**src/rtl/mem_stage_ws.sv**
```systemverilog
// MEM pipeline stage: EX->MEM register, load extraction, and a wait-state FSM for a variable-latency data SRAM.
// Optional MEM_WAIT_CNT_EN adds a saturating wait_cycles counter output.
module mem_stage_ws #(
  parameter int DATA_W  = 32,
  parameter int RF_AW   = 5,
  parameter int STALL_W = 6,
  parameter int MEM_BIT = 3,
  parameter int WB_BIT  = 4
) (
  input  logic                      clk,
  input  logic                      rst,
  input  logic [STALL_W-1:0]        stall,
  input  logic [31:0]               in_pc,
  input  logic                      in_ram_en,
  input  logic [3:0]                in_ram_wen,
  input  logic [2:0]                in_load_op,
  input  logic                      in_sel_rf_res,
  input  logic                      in_rf_we,
  input  logic [RF_AW-1:0]          in_rf_waddr,
  input  logic [DATA_W-1:0]         in_ex_result,
  input  logic [DATA_W-1:0]         data_sram_rdata,
  input  logic                      data_ok,
  output logic                      stallreq_mem,
  output logic [31:0]               wb_pc,
  output logic                      wb_rf_we,
  output logic [RF_AW-1:0]          wb_rf_waddr,
  output logic [DATA_W-1:0]         wb_rf_wdata,
  output logic [1+RF_AW+DATA_W-1:0] fwd_bus
`ifdef MEM_WAIT_CNT_EN
  , output logic [31:0]             wait_cycles
`endif
);

  typedef struct packed {
    logic [31:0]       pc;
    logic              ram_en;
    logic [3:0]        ram_wen;
    logic [2:0]        load_op;
    logic              sel_rf_res;
    logic              rf_we;
    logic [RF_AW-1:0]  rf_waddr;
    logic [DATA_W-1:0] ex_result;
  } mem_req_t;

  typedef enum logic [1:0] {IDLE, WAIT, DONE} state_t;

  mem_req_t          r, in_req;
  state_t            state, state_nxt;
  logic [DATA_W-1:0] hold_q, ext, load_data;
  logic              bubble, advance, next_is_load, is_load, waiting;
  logic [1:0]        a;
  logic [7:0]        byte_v;
  logic [15:0]       half_v;

  assign in_req = '{pc: in_pc, ram_en: in_ram_en, ram_wen: in_ram_wen, load_op: in_load_op,
                    sel_rf_res: in_sel_rf_res, rf_we: in_rf_we, rf_waddr: in_rf_waddr,
                    ex_result: in_ex_result};

  assign bubble  = stall[MEM_BIT] & ~stall[WB_BIT];
  assign advance = ~stall[MEM_BIT] | bubble;
  // A bubble never carries a load, so only a real input load can start a wait.
  assign next_is_load = ~stall[MEM_BIT] & in_ram_en & in_sel_rf_res & (in_ram_wen == 4'd0);
  assign is_load      = r.ram_en & r.sel_rf_res & (r.ram_wen == 4'd0);

  always_ff @(posedge clk) begin
    if (rst)                  r <= '0;
    else if (bubble)          r <= '0;
    else if (~stall[MEM_BIT]) r <= in_req;
  end

  always_comb begin
    state_nxt = state;
    if (advance)                     state_nxt = next_is_load ? WAIT : IDLE;
    else if (state == WAIT && data_ok) state_nxt = DONE;
  end

  always_ff @(posedge clk) begin
    if (rst) begin
      state  <= IDLE;
      hold_q <= '0;
    end else begin
      state <= state_nxt;
      if (state == WAIT && !advance && data_ok) hold_q <= ext;
    end
  end

  assign a      = r.ex_result[1:0];
  assign byte_v = data_sram_rdata[{a, 3'b000} +: 8];
  assign half_v = a[1] ? data_sram_rdata[31:16] : data_sram_rdata[15:0];

  always_comb begin
    case (r.load_op)
      3'd1:    ext = {{(DATA_W-8){byte_v[7]}}, byte_v};
      3'd2:    ext = {{(DATA_W-8){1'b0}}, byte_v};
      3'd3:    ext = {{(DATA_W-16){half_v[15]}}, half_v};
      3'd4:    ext = {{(DATA_W-16){1'b0}}, half_v};
      default: ext = data_sram_rdata;
    endcase
  end

  assign load_data = (state == DONE) ? hold_q : ext;
  // Outputs are forced low while rst is high so nothing stale leaks before the reset edge.
  assign waiting      = (state == WAIT) & ~data_ok;
  assign stallreq_mem = ~rst & waiting;
  assign wb_pc        = rst ? '0 : r.pc;
  assign wb_rf_we     = ~rst & r.rf_we & ~waiting;
  assign wb_rf_waddr  = rst ? '0 : r.rf_waddr;
  assign wb_rf_wdata  = rst ? '0 : (is_load ? load_data : r.ex_result);
  assign fwd_bus      = {wb_rf_we, wb_rf_waddr, wb_rf_wdata};

`ifdef MEM_WAIT_CNT_EN
  always_ff @(posedge clk) begin
    if (rst)                                   wait_cycles <= '0;
    else if (stallreq_mem && wait_cycles != '1) wait_cycles <= wait_cycles + 32'd1;
  end
`endif

endmodule

```
**config.mk**
```make
export PLATFORM = sky130hd
export DESIGN_NAME = mem_stage_ws
export DESIGN_NICKNAME = d
export VERILOG_FILES = /design/src/rtl/mem_stage_ws.sv
export SDC_FILE = /design/constraint.sdc
export NUM_CORES = 1
export LEC_CHECK = 0
export CAP_MARGIN = 20
export CORE_ASPECT_RATIO = 0.9
export CORE_MARGIN = 4
export CORE_UTILIZATION = 48
export DETAILED_ROUTE_END_ITERATION = 10
export PLACE_DENSITY = 0.86
export SETUP_SLACK_MARGIN = 0.02
export SLEW_MARGIN = 40
export SYNTH_ARGS = -nofsm -noshare
export SYNTH_HDL_FRONTEND = slang
export SYNTH_SLANG_ARGS = --single-unit
```
**constraint.sdc**
```tcl
create_clock -name clk -period 6.7 [get_ports clk]
set_input_delay 1.34 -clock clk [delete_from_list [all_inputs] [get_ports clk]]
set_output_delay 1.34 -clock clk [all_outputs]
set_load 0.01 [all_outputs]
```
Word-level counts from Yosys, hierarchy flattened --
Index checks and enable logic that the tools add are counted. Widths: inputs -> output; s select.
Cells by class: bitwise gates (word level) 16, shift operators 1, equality and inequality tests 6, mux-type cells 10, reductions and logical operators 8
Operators by type and width (number):
- $mux 32 | 4
- $pmux 32 s4 | 1
- $shiftx 32x6->8 | 1
- $mux 16 | 1
- $and 1x1->1 | 10
- $logic_not 4->1 | 2
- $eq 3x2->1 const B | 2
- $mux 5 | 1
- $not 1->1 | 5
- $mux 2 | 2
- $eq 3x1->1 const B | 1
- $eq 3x3->1 const B | 1
- $logic_and 1x1->1 | 3
- $eq 2x1->1 const B | 1
- $eq 2x2->1 const B | 1
- $reduce_bool 2->1 | 1
- $reduce_or 2->1 | 1
- $logic_not 1->1 | 1
- $mux 1 | 1
- $or 1x1->1 | 1
Word-level totals: output and inout bits 109, bits in registers 113, logic and storage cells 51, bits of input ports 120

Longest topological paths before layout --
Gate-level depths: netlist (run 1).
depth in word-level cells 6, depth in mapped cells 8

Worst setup path after synthesis (run 1) --
No wires, ideal clock.
path kind input-to-output, start input data_sram_rdata[23], end output wb_rf_wdata[15], required time 5360 ps, data arrival time 2776 ps, cell stages on the path 6, slack 2584 ps, cell sequence mux2i_1 -> or3_1 -> a21oi_2 -> o21ai_0 -> a311oi_1 -> buf_4
Between the ends: word-level cells in the longest chain between the ends 5
RTL lines:
- start, declared | RTL line 21 | input logic [DATA_W-1:0] data_sram_rdata,
- $shiftx 32x6->8 | RTL line 88 | assign byte_v = data_sram_rdata[{a, 3'b000} +: 8];
- $pmux 32 s4 | RTL line 92 | case (r.load_op)
- $mux 32 | RTL line 101 | assign load_data = (state == DONE) ? hold_q : ext;
- $mux 32 (2 in series) | RTL line 108 | assign wb_rf_wdata = rst ? '0 : (is_load ? load_data : r.ex_result);
- end, declared | RTL line 27 | output logic [DATA_W-1:0] wb_rf_wdata,
No other way between the ends.

Worst setup path after layout (run 1) --
start input data_sram_rdata[31], end output fwd_bus[31]
Between the ends: word-level cells in the longest chain between the ends 5
RTL lines:
- $shiftx 32x6->8 / $mux 16 (equally long branches) | RTL line 88, 89
- $pmux 32 s4 (*) | RTL line 92
- $mux 32 (*) | RTL line 101
- $mux 32 (*) (2 in series) | RTL line 108
- end, declared | RTL line 28 | output logic [1+RF_AW+DATA_W-1:0] fwd_bus
Every way passes the cells marked *; elsewhere a longest branch is shown, timed or not.

==> run summary, run 1 <==
Max-cap violation count: 0
Post-CTS Setup Bufs: 0
Deepest clock path buffer count: 2
CP startpoint: data_sram_rdata[31]
Nets: 975
Slew @ Worst Pin: 0.768 ns
# IOs: 229
Core Area: 0.0121 mm2
PwrDens: 221 mW/mm2
Hold Crit Depth: 2
Clock transition at the registers of the reported paths: 0.05 ns
RR Startpoint: r[40]
# setup viols final: 0
Vias: 5852
Maximum VDD drop: 0.000139 V
Final ANT Viol Nets: 0
Final GP Congestion: 0.832
Area grow syn2layout: 44.3%
Worst path buffer plus inverter count: 3
First-pass GRT wire length: 30100 um
Clock root buffer: clkbuf_16
Crit end category: output port
Critical Path Fanout Max: 16
Starting Density: 49.2%
Fmax achieved: 183 MHz
Worst-Skew Late Latency: 0.41 ns
Hold Path Origin: r[48]
Drt pass-1 iters: 7
Layout cells sized above 1: 8.29%
WL per Instance: 18.3 um
Drt via density: 5.69
HPWL after DPL: 13300 um
Post-synth EDFFs: 0
Placed cell count: 996
CP required: 5.36 ns
Switching pwr: 485 uW
Worst r2r dst: hold_q[6]
Main synth FF type: dfxtp_1
Fillers: 908
Tmin final: 5.46 ns
Leading area contributor after synthesis: dfxtp_1
Tcrit/Tclk final: 81.5%
Die footprint: 0.0142 mm2
Max Clock Skew: 0.00809 ns
Number of synthesized register bits: 113
Sequential power share: 37.7%
Post-CTS Resized: 0
Initial drt markers: 549
DRT Wirelength: 18900 um
Crit Path Class: in2out
HP Class: reg2reg
Post-Layout Cell Count: 1028
Clock power share: 46.4%
Slew Limit Fails: 0
Die Width: 125 um
Cells after Synth: 697
Synth top area share: 38.1%
Post-synthesis instance area: 0.00594 mm2
Critical path's top delay family: buffers and inverters
Top-count cell post-synth: dfxtp_1
N_diodes: 0
Antenna violations before repair: 1
RSZ-0062 raised after global routing: no
Sw Share: 25.6%
CP cell instances: clkdlybuf4s50_1 > mux2_1 > nor2_1 > a2111oi_4 > nor3_2 > buf_4 > a221oi_1 > clkdlybuf4s50_1
CTS tree: built
R2r setup slk: 4.27 ns
Buffers on Ports: 224
Grt total ovfl: 0
Synth Warn #: 0
Count of hold-fix buffers inserted at cts: 0
Mean Syn Cell Area: 8.52 um2
P_leak: 0.00330 uW
Hold slack final: 0.491 ns
Placed instance area: 0.00799 mm2
Status: complete, no violations
Drt drc: 0
H-tree depth: 4
Crit path launch type: input port
Final Hold Fails: 0
Post-synthesis sequential area ratio: 38.1%
Synth area leaders: dfxtp_1 38%, mux2i_1 13%, nor2_1 5.3%, o21ai_0 5.1%, buf_4 4.8%
Top cells by count, synth: 113 x dfxtp_1, 84 x nor2_1, 80 x mux2i_1
Post-Syn Nets: 817
Worst Reg-to-Reg Cells: 5
Largest net degree at the start of global routing: 65
P_int: 1410 uW
GRT Overall Usage: 26.0%
CP max-delay cell: clkdlybuf4s50_1
Async SR Flop Fraction: 0%
Netlist cell types: 45
Site Rows: 38
Num CTS Buffers: 17
Most frequent CP cell: clkdlybuf4s50_1
Chip height: 114 um
Clock Sinks: 113
Setup tns final: 0 ns
Hold path endpoint: r[48]
Number of global-route vias before repair: 5967
Final Cell Area: 0.00857 mm2
WP data arrival: 4.12 ns
CP max stage delay: 0.66 ns
Power Total: 1890 uW
Combinational Power Share: 15.9%
Slew headroom: 48.8%
## placed cells by master, fill, tap and decap left out, drive strengths merged, types with 2 or more instances in the layout
cell / n
inv: 7
or3: 2
buf: 12
mux2i: 80
a31oi: 10
clkdlybuf4s50: 222
a32oi: 9
clkinvlp: 5
dfxtp: 113
xor2: 2
nand2: 55
clkbuf: 18
a221oi: 31
nor2b: 40
o22ai: 9
and4: 8
a21oi: 47
nand2b: 9
nor3: 5
a21boi: 2
mux2: 8
nor2: 84
o21ai: 67
bufinv: 2
clkinv: 6
## area by class of cell
cell class / instances / area, um2 / area share (%)
Timing Repair Buffer: 234 / 2330 / 27.2
Clock inverter: 14 / 140 / 1.64
Clock buffer: 18 / 439 / 5.12
Inverter: 6 / 22.5 / 0.263
Multi-Input combinational cell: 483 / 3170 / 37.0
Tap cell: 160 / 200 / 2.34
Sequential cell: 113 / 2260 / 26.4
## registers in the layout (all words and copies together) (netlist names)
| register | count |
|---|---|
| r | 77 |
| state | 2 |
| a | 2 |
| hold_q | 32 |
## tightest hold or removal path, stage by stage (launching register included)
cell     delay (ns)
dfxtp_1        0.32
mux2i_1        0.07
nor2_1         0.07
## routing by layer
| layer | routed length [um] | GRT usage, % | vias up |
|---|---|---|---|
| met5 | 13 | 0 | - |
| met2 | 9090 | 44.1 | 317 |
| met1 | 7350 | 30.0 | 2731 |
| met3 | 1920 | 9.50 | 47 |
| met4 | 480 | 10.8 | 2 |
| li1 | - | - | 2755 |
## worst max path at each step
stage,endpoint,slack [ns],cells past startpoint
floorplan,wb_rf_wdata[15],2.58,6
global placement,fwd_bus[31],1.41,8
detailed placement,fwd_bus[31],1.28,8
CTS,fwd_bus[31],1.27,8
global route,fwd_bus[31],1.11,8
finish,fwd_bus[31],1.24,8
## cell families (layout without fill, tap and decap cells)
family                   Yosys count  count (layout)  synth area share (%)
buffers and inverters            101             272                  9.23
adder cells (fa/ha/maj)            1               1                 0.169
flip-flops                       113             113                  38.1
multiplexers                      88              88                  15.0
XOR/XNOR                           2               2                 0.295
AO/OA/AOI/OAI                    183             183                  20.5
AND/OR/NAND/NOR                  209             209                  16.7
## per-stage QoR
| step | setup slack [ns] | util [%] |
|---|---|---|
| floorplan | 2.58 | - |
| global placement | 1.41 | 65.7 |
| detailed placement | 1.28 | 66.1 |
| CTS | 1.27 | 70.9 |
| global route | 1.11 | 71.0 |
| finish | 1.24 | 71.0 |
## power groups by stage
stage	clock, uW	combinational [uW]	sequential, uW
floorplan	0	161	719
global placement	0	288	725
detailed placement	0	298	727
finish	879	301	714
CTS	889	300	713
global route	922	324	716
Power figures use the tool's default switching activity.
==> inputs of run 2 (changes only) <==
--- a/config.mk
+++ b/config.mk
@@ -8,9 +8,9 @@
 export CAP_MARGIN = 20
 export CORE_ASPECT_RATIO = 0.9
 export CORE_MARGIN = 4
-export CORE_UTILIZATION = 48
+export CORE_UTILIZATION = 40
 export DETAILED_ROUTE_END_ITERATION = 10
-export PLACE_DENSITY = 0.86
+export PLACE_DENSITY = 0.76
 export SETUP_SLACK_MARGIN = 0.02
 export SLEW_MARGIN = 40
 export SYNTH_ARGS = -nofsm -noshare
==> constraint.sdc (replaced) <==
create_clock -name clk -period 4.9 [get_ports clk]
set_input_delay 0.98 -clock clk [delete_from_list [all_inputs] [get_ports clk]]
set_output_delay 0.98 -clock clk [all_outputs]
set_load 0.01 [all_outputs]
==> run summary, run 2 (same netlist as run 1, synthesis figures left out) <==
CP required: 3.92 ns (-1.44 ns)
Drt via density: 5.35 (-6.0%)
Buffers on Ports: 224 (unchanged)
Die Width: 136 um (+8.9%)
Core Area: 0.0143 mm2 (+18%)
Final GP Congestion: 0.906 (+9.0%)
Final worst setup slack: 0.303 ns (-0.934 ns)
Crit end category: output port
Hold Crit Depth: 2 (unchanged)
# setup viols final: 0 (unchanged)
Clock transition at the registers of the reported paths: 0.05 ns (about the same)
Drt drc: 0 (unchanged)
Die footprint: 0.0169 mm2 (+19%)
Tcrit/Tclk final: 93.8%
Count of hold-fix buffers inserted at cts: 0 (unchanged)
Site Rows: 41 (+7.9%)
Final Cell Area: 0.00861 mm2 (+0.48%)
R2r setup slk: 2.54 ns (-1.73 ns)
Crit path launch type: input port
First-pass GRT wire length: 29200 um (-3.2%)
CTS tree: built
Area grow syn2layout: 45.0%
Post-CTS Resized: 0 (unchanged)
Hold Path Origin: r[60]
Antenna violations before repair: 1 (unchanged)
Drt pass-1 iters: 5 (-2)
RR Startpoint: r[40]
Largest net degree at the start of global routing: 65 (unchanged)
Chip height: 124 um (+8.9%)
Commonest non-fill, non-tap cell in the layout: clkdlybuf4s50_1
H-tree depth: 4 (unchanged)
Most frequent CP cell: clkdlybuf4s50_1
Hold path endpoint: r[60]
Worst Reg-to-Reg Cells: 5 (unchanged)
Initial drt markers: 329 (-40%)
Nets: 979 (+0.41%)
Vias: 5696 (-2.7%)
Fmax achieved: 218 MHz
Largest regs: r x77, hold_q x32
Clock root buffer: clkbuf_16
Clock Sinks: 113 (unchanged)
Grt total ovfl: 0 (unchanged)
WP data arrival: 3.62 ns (-0.50 ns)
Slew @ Worst Pin: 0.862 ns (+0.0946 ns)
Post-CTS Setup Bufs: 0 (unchanged)
GRT Overall Usage: 22.3% (-3.8 points)
PwrDens: 302 mW/mm2 (+37%)
Worst r2r dst: hold_q[6]
Layout cells sized above 1: 7.92% (-0.37 points)
Commonest cells after routing, fill and taps aside: 222 x clkdlybuf4s50_1, 113 x dfxtp_1, 83 x nor2_1, 80 x mux2i_1, 61 x o21ai_0
Number of global-route vias before repair: 5490 (-8.0%)
Tmin final: 4.60 ns
# IOs: 229 (unchanged)
Slew Limit Fails: 0 (unchanged)
CP cell instances: clkdlybuf4s50_1 > mux2_1 > nor2_1 > a2111oi_4 > nor3_2 > buf_4 > a221oi_1 > clkdlybuf4s50_1
WL per Instance: 17.7 um (-3.7%)
DRT Wirelength: 18800 um (-0.30%)
RSZ-0062 raised after global routing: no
Worst-Skew Late Latency: 0.41 ns (about the same)
HP Class: reg2reg
Starting Density: 41.6% (-7.5 points)
CP max-delay cell: clkdlybuf4s50_1
CP max stage delay: 0.63 ns (-0.03 ns)
Max Clock Skew: 0.00805 ns (-0.0000367 ns)
Finished Core Util: 60.4% (-11 points)
Pre-CTS setup slack: 0.327 ns (-0.951 ns)
Final ANT Viol Nets: 0 (unchanged)
N_diodes: 0 (unchanged)
Max-cap violation count: 0 (unchanged)
Deepest clock path buffer count: 2 (unchanged)
Placed instance area: 0.00801 mm2 (+0.33%)
Crit Path Class: in2out
Maximum VDD drop: 0.000237 V (+71%)
HPWL after DPL: 13400 um (+0.50%)
Slew headroom: 42.4% (-6.4 points)
Setup tns final: 0 ns (unchanged)
Final Hold Fails: 0 (unchanged)
Max reg flops: 77 (unchanged)
P_leak: 0.00333 uW (+0.76%)
Critical Path Fanout Max: 16 (unchanged)
Largest reg by FF count: r
Num CTS Buffers: 17 (unchanged)
Status: complete, no violations
## run 2: cell count changes in the layout (fill, tap and decap cells not counted), moves of 2 or more
cell,before,now
clkbuf_1,0,4
clkbuf_8,1,5
buf_4,9,14
clkinv_2,5,3
clkinvlp_4,5,0
## run 2: worst max path at each step
stage | from | end | slack [ns] | cells past startpoint
6_report | data_sram_rdata[31] | fwd_bus[31] | 0.30 | 8
5_1_grt | data_sram_rdata[23] | fwd_bus[12] | 0.20 | 7
3_3_place_gp | data_sram_rdata[31] | wb_rf_wdata[16] | 0.34 | 8
2_1_floorplan | data_sram_rdata[23] | wb_rf_wdata[15] | 1.50 | 6
3_5_place_dp | data_sram_rdata[31] | fwd_bus[31] | 0.33 | 8
4_1_cts | r[40] | fwd_bus[0] | 0.29 | 6
## run 2: worst max-delay path, delay by kind of cell
family	cells	cell delay [ns]
simple gates	2	0.13
buf+inv	3	1.45
compound gates	2	0.85
mux	1	0.20
## run 2: power breakdown
part	internal, uW	total [uW]	leakage, uW	switching, uW
clock network	810	1220	0.000290	409
registers	953	976	0.000922	22.8
logic	215	406	0.00212	190
total	1980	2600	0.00333	622
## run 2: metal layers
metal | wire [um] | global-route usage [%]
met5 | 12 | 0
met4 | 377 | 7.30
met3 | 2190 | 9.85
met2 | 8290 | 34.6
met1 | 7920 | 27.7
## run 2: layout make-up
type | instances | area [um2]
Multi-Input combinational cell | 483 | 3160
Sequential cell | 113 | 2260
Clock buffer | 26 | 509
Inverter | 6 | 22.5
Fill cell | 1306 | 5650
Clock inverter | 5 | 75.1
Tap cell | 193 | 241
Timing Repair Buffer | 238 | 2340
## run 2: through the flow
stage               power (uW)  hold slack, ns  cells
floorplan                 1200           0.455    697
global placement          1390           0.465   1032
detailed placement        1400           0.476   1032
CTS                       2630           0.490   1063
global route              2700           0.514   1064
finish                    2600           0.483   1064
==> inputs of run 3 (changes only) <==
--- a/config.mk
+++ b/config.mk
@@ -5,10 +5,11 @@
 export SDC_FILE = /design/constraint.sdc
 export NUM_CORES = 1
 export LEC_CHECK = 0
+export ABC_AREA = 1
 export CAP_MARGIN = 20
 export CORE_ASPECT_RATIO = 0.9
 export CORE_MARGIN = 4
-export CORE_UTILIZATION = 40
+export CORE_UTILIZATION = 41
 export DETAILED_ROUTE_END_ITERATION = 10
 export PLACE_DENSITY = 0.76
 export SETUP_SLACK_MARGIN = 0.02
==> run summary, run 3 <==
Status: complete, no violations
Sequential power share: 37.6% (about the same)
Post-synthesis instance area: 0.00652 mm2 (+9.8%)
Tmin final: 4.20 ns (-0.394 ns)
Count of hold-fix buffers inserted at cts: 0 (unchanged)
Nets: 1297 (+32%)
CP max-delay cell: clkdlybuf4s50_1
Fillers: 1510 (+16%)
Final Hold Fails: 0 (unchanged)
Drt pass-1 iters: 5 (unchanged)
Largest reg by FF count: r
H-tree depth: 4 (unchanged)
Number of global-route vias before repair: 6393 (+16%)
Netlist cell types: 28 (-38%)
Synth Warn #: 0 (unchanged)
Deepest clock path buffer count: 2 (unchanged)
Slew Limit Fails: 0 (unchanged)
Sw Share: 27.4% (+3.5 points)
Leading area contributor after synthesis: dfxtp_1
Starting Density: 42.1% (+0.42 points)
Commonest non-fill, non-tap cell in the layout: nand2_1
Post-CTS Setup Bufs: 0 (unchanged)
Slew @ Worst Pin: 0.790 ns (-0.0727 ns)
Fmax achieved: 238 MHz (+9.4%)
Crit Path Class: in2out
DRT Wirelength: 19600 um (+4.5%)
Critical Path Fanout Max: 16 (unchanged)
Site Rows: 43 (+4.9%)
Hold Crit Depth: 2 (unchanged)
Antenna violations before repair: 1 (unchanged)
Clock Sinks: 113 (unchanged)
Num CTS Buffers: 17 (unchanged)
RSZ-0062 raised after global routing: no
Drt drc: 0 (unchanged)
CTS tree: built
Number of synthesized register bits: 113 (unchanged)
HP Class: reg2reg
Crit path launch type: input port
Worst Reg-to-Reg Cells: 8 (+3)
Final ANT Viol Nets: 0 (unchanged)
Switching pwr: 702 uW (+13%)
Buffers on Ports: 224 (unchanged)
Initial drt markers: 486 (+48%)
Max-cap violation count: 0 (unchanged)
Post-CTS Resized: 0 (unchanged)
Post-synthesis sequential area ratio: 34.7% (-3.4 points)
PwrDens: 282 mW/mm2 (-6.5%)
Grt total ovfl: 0 (unchanged)
Worst-Skew Late Latency: 0.42 ns (about the same)
Hold slack final: 0.460 ns (-0.0236 ns)
Clock root buffer: clkbuf_16
Max reg flops: 77 (unchanged)
Largest net degree at the start of global routing: 81 (+25%)
HPWL after DPL: 13400 um (about the same)
Die Width: 141 um (+3.3%)
Clock transition at the registers of the reported paths: 0.05 ns (about the same)
Chip height: 128 um (+3.3%)
CP cell instances: clkdlybuf4s50_1 > nand2_1 > nand2_1 > nand4_2 > nand3_1 > nand2_1 > a21oi_1 > clkdlybuf4s50_1
Slew headroom: 47.3% (+4.9 points)
Vias: 6776 (+19%)
Synth top area share: 34.7% (-3.4 points)
Crit end category: output port
Commonest cells after routing, fill and taps aside: 303 x nand2_1, 222 x clkdlybuf4s50_1, 155 x a21oi_1, 139 x inv_1, 113 x dfxtp_1
Layout cells sized above 1: 7.56% (-0.36 points)
P_int: 1860 uW (-5.9%)
Top cells by count, synth: 303 x nand2_1, 155 x a21oi_1, 141 x inv_1
Tcrit/Tclk final: 85.8% (-8.0 points)
Async SR Flop Fraction: 0% (unchanged)
Worst path buffer plus inverter count: 2 (-1)
Combinational Power Share: 16.1% (+0.5 points)
CP required: 3.92 ns (about the same)
Clock power share: 46.3% (-0.6 points)
Main synth FF type: dfxtp_1
Maximum VDD drop: 0.000238 V (+0.17%)
WL per Instance: 14.1 um (-20%)
Drt via density: 4.87 (-9.1%)
Cells after Synth: 1029 (+48%)
Post-synth EDFFs: 0 (unchanged)
Post-Syn Nets: 1149 (+41%)
First-pass GRT wire length: 32200 um (+10%)
Max Clock Skew: 0.00572 ns (-0.00232 ns)
P_leak: 0.00397 uW (+19%)
N_diodes: 0 (unchanged)
Post-Layout Cell Count: 1392 (+31%)
Setup tns final: 0 ns (unchanged)
Core Area: 0.0155 mm2 (+8.7%)
Most frequent CP cell: nand2_1
Largest regs: r x77, hold_q x32
Placed cell count: 1360 (+32%)
# IOs: 229 (unchanged)
CP max stage delay: 0.59 ns (-0.04 ns)
Critical path's top delay family: buffers and inverters
Synth area leaders: dfxtp_1 35%, nand2_1 17%, a21oi_1 12%, inv_1 8.1%, o21ai_0 5.3%
Die footprint: 0.0180 mm2 (+6.6%)
WP data arrival: 3.22 ns (-0.40 ns)
# setup viols final: 0 (unchanged)
Top-count cell post-synth: nand2_1
Final GP Congestion: 0.841 (-7.2%)
Mean Syn Cell Area: 6.33 um2 (-26%)
Levels on crit path: 8 (unchanged)
GRT Overall Usage: 22.1% (-0.18 points)
Area grow syn2layout: 39.4%
==> run 3: changes by cell type after synthesis, sizes merged, moves of 40 or more <==
cell / change
nand3: +62
inv: +137
a21oi: +129
nor2: -41
nor2b: -40
nand2: +251
mux2i: -80
==> run 3: power by group through the flow <==
stage | Clock, uW | Combinational (uW) | Sequential, uW
global placement | 0 | 409 | 984
floorplan | 0 | 232 | 981
CTS | 1210 | 415 | 965
global route | 1260 | 460 | 968
detailed placement | 0 | 413 | 984
finish | 1190 | 413 | 965
==> run 3: worst paths after layout <==
path	from	endpoint	slack, ns
worst min-delay path	r[2]	r[2]	0.46
worst max-delay path	data_sram_rdata[15]	fwd_bus[31]	0.70
worst max register to register	a[1]	hold_q[8]	3.06
worst min register to register	r[2]	r[2]	0.46
==> run 3: metal layers <==
metal / vias up / part of all wire [%] / wire length (um) / GRT usage (%)
met1: 3038 / 43 / 8390 / 27.9
met2: 219 / 46 / 8990 / 35.2
li1: 3492 / - / - / -
met3: 25 / 9.9 / 1950 / 8.23
met5: - / 0.061 / 12 / 0
met4: 2 / 1.6 / 306 / 6.61
==> run 3: worst reg2reg max path: stages, from the launching register on <==
cell,delay [ns]
dfxtp_1,0.34
buf_4,0.30
nand2_1,0.13
nand2_1,0.09
nand2_2,0.07
nand3b_4,0.30
nand3_1,0.22
o21ai_0,0.21
inv_1,0.07
==> run 3: kinds of logic after synthesis <==
group	synth area share [%]
AOI/OAI and AO/OA	20.4
buffers and inverters	17.5
DFF	34.7
and+or+nand+nor	27.4
==> run 3: through the flow <==
step	util (%)	area [um2]	setup WS [ns]	power, uW
after floorplan	-	6520	1.90	1210
after global placement	54.9	8500	0.687	1390
after detailed placement	54.9	8500	0.719	1400
after CTS	58.6	9070	0.646	2590
after global routing	58.6	9080	0.488	2690
final	58.6	9080	0.697	2560
==> run 3: final cells by class <==
class	instances	area, um2	share of cell area (%)
multi-input cells	667	3120	34.4
repair buffers	235	2330	25.7
flip-flops and latches	113	2260	24.9
inverters	143	537	5.91
clock buffers	18	439	4.84
well taps	202	253	2.78
clock inverters	14	134	1.47
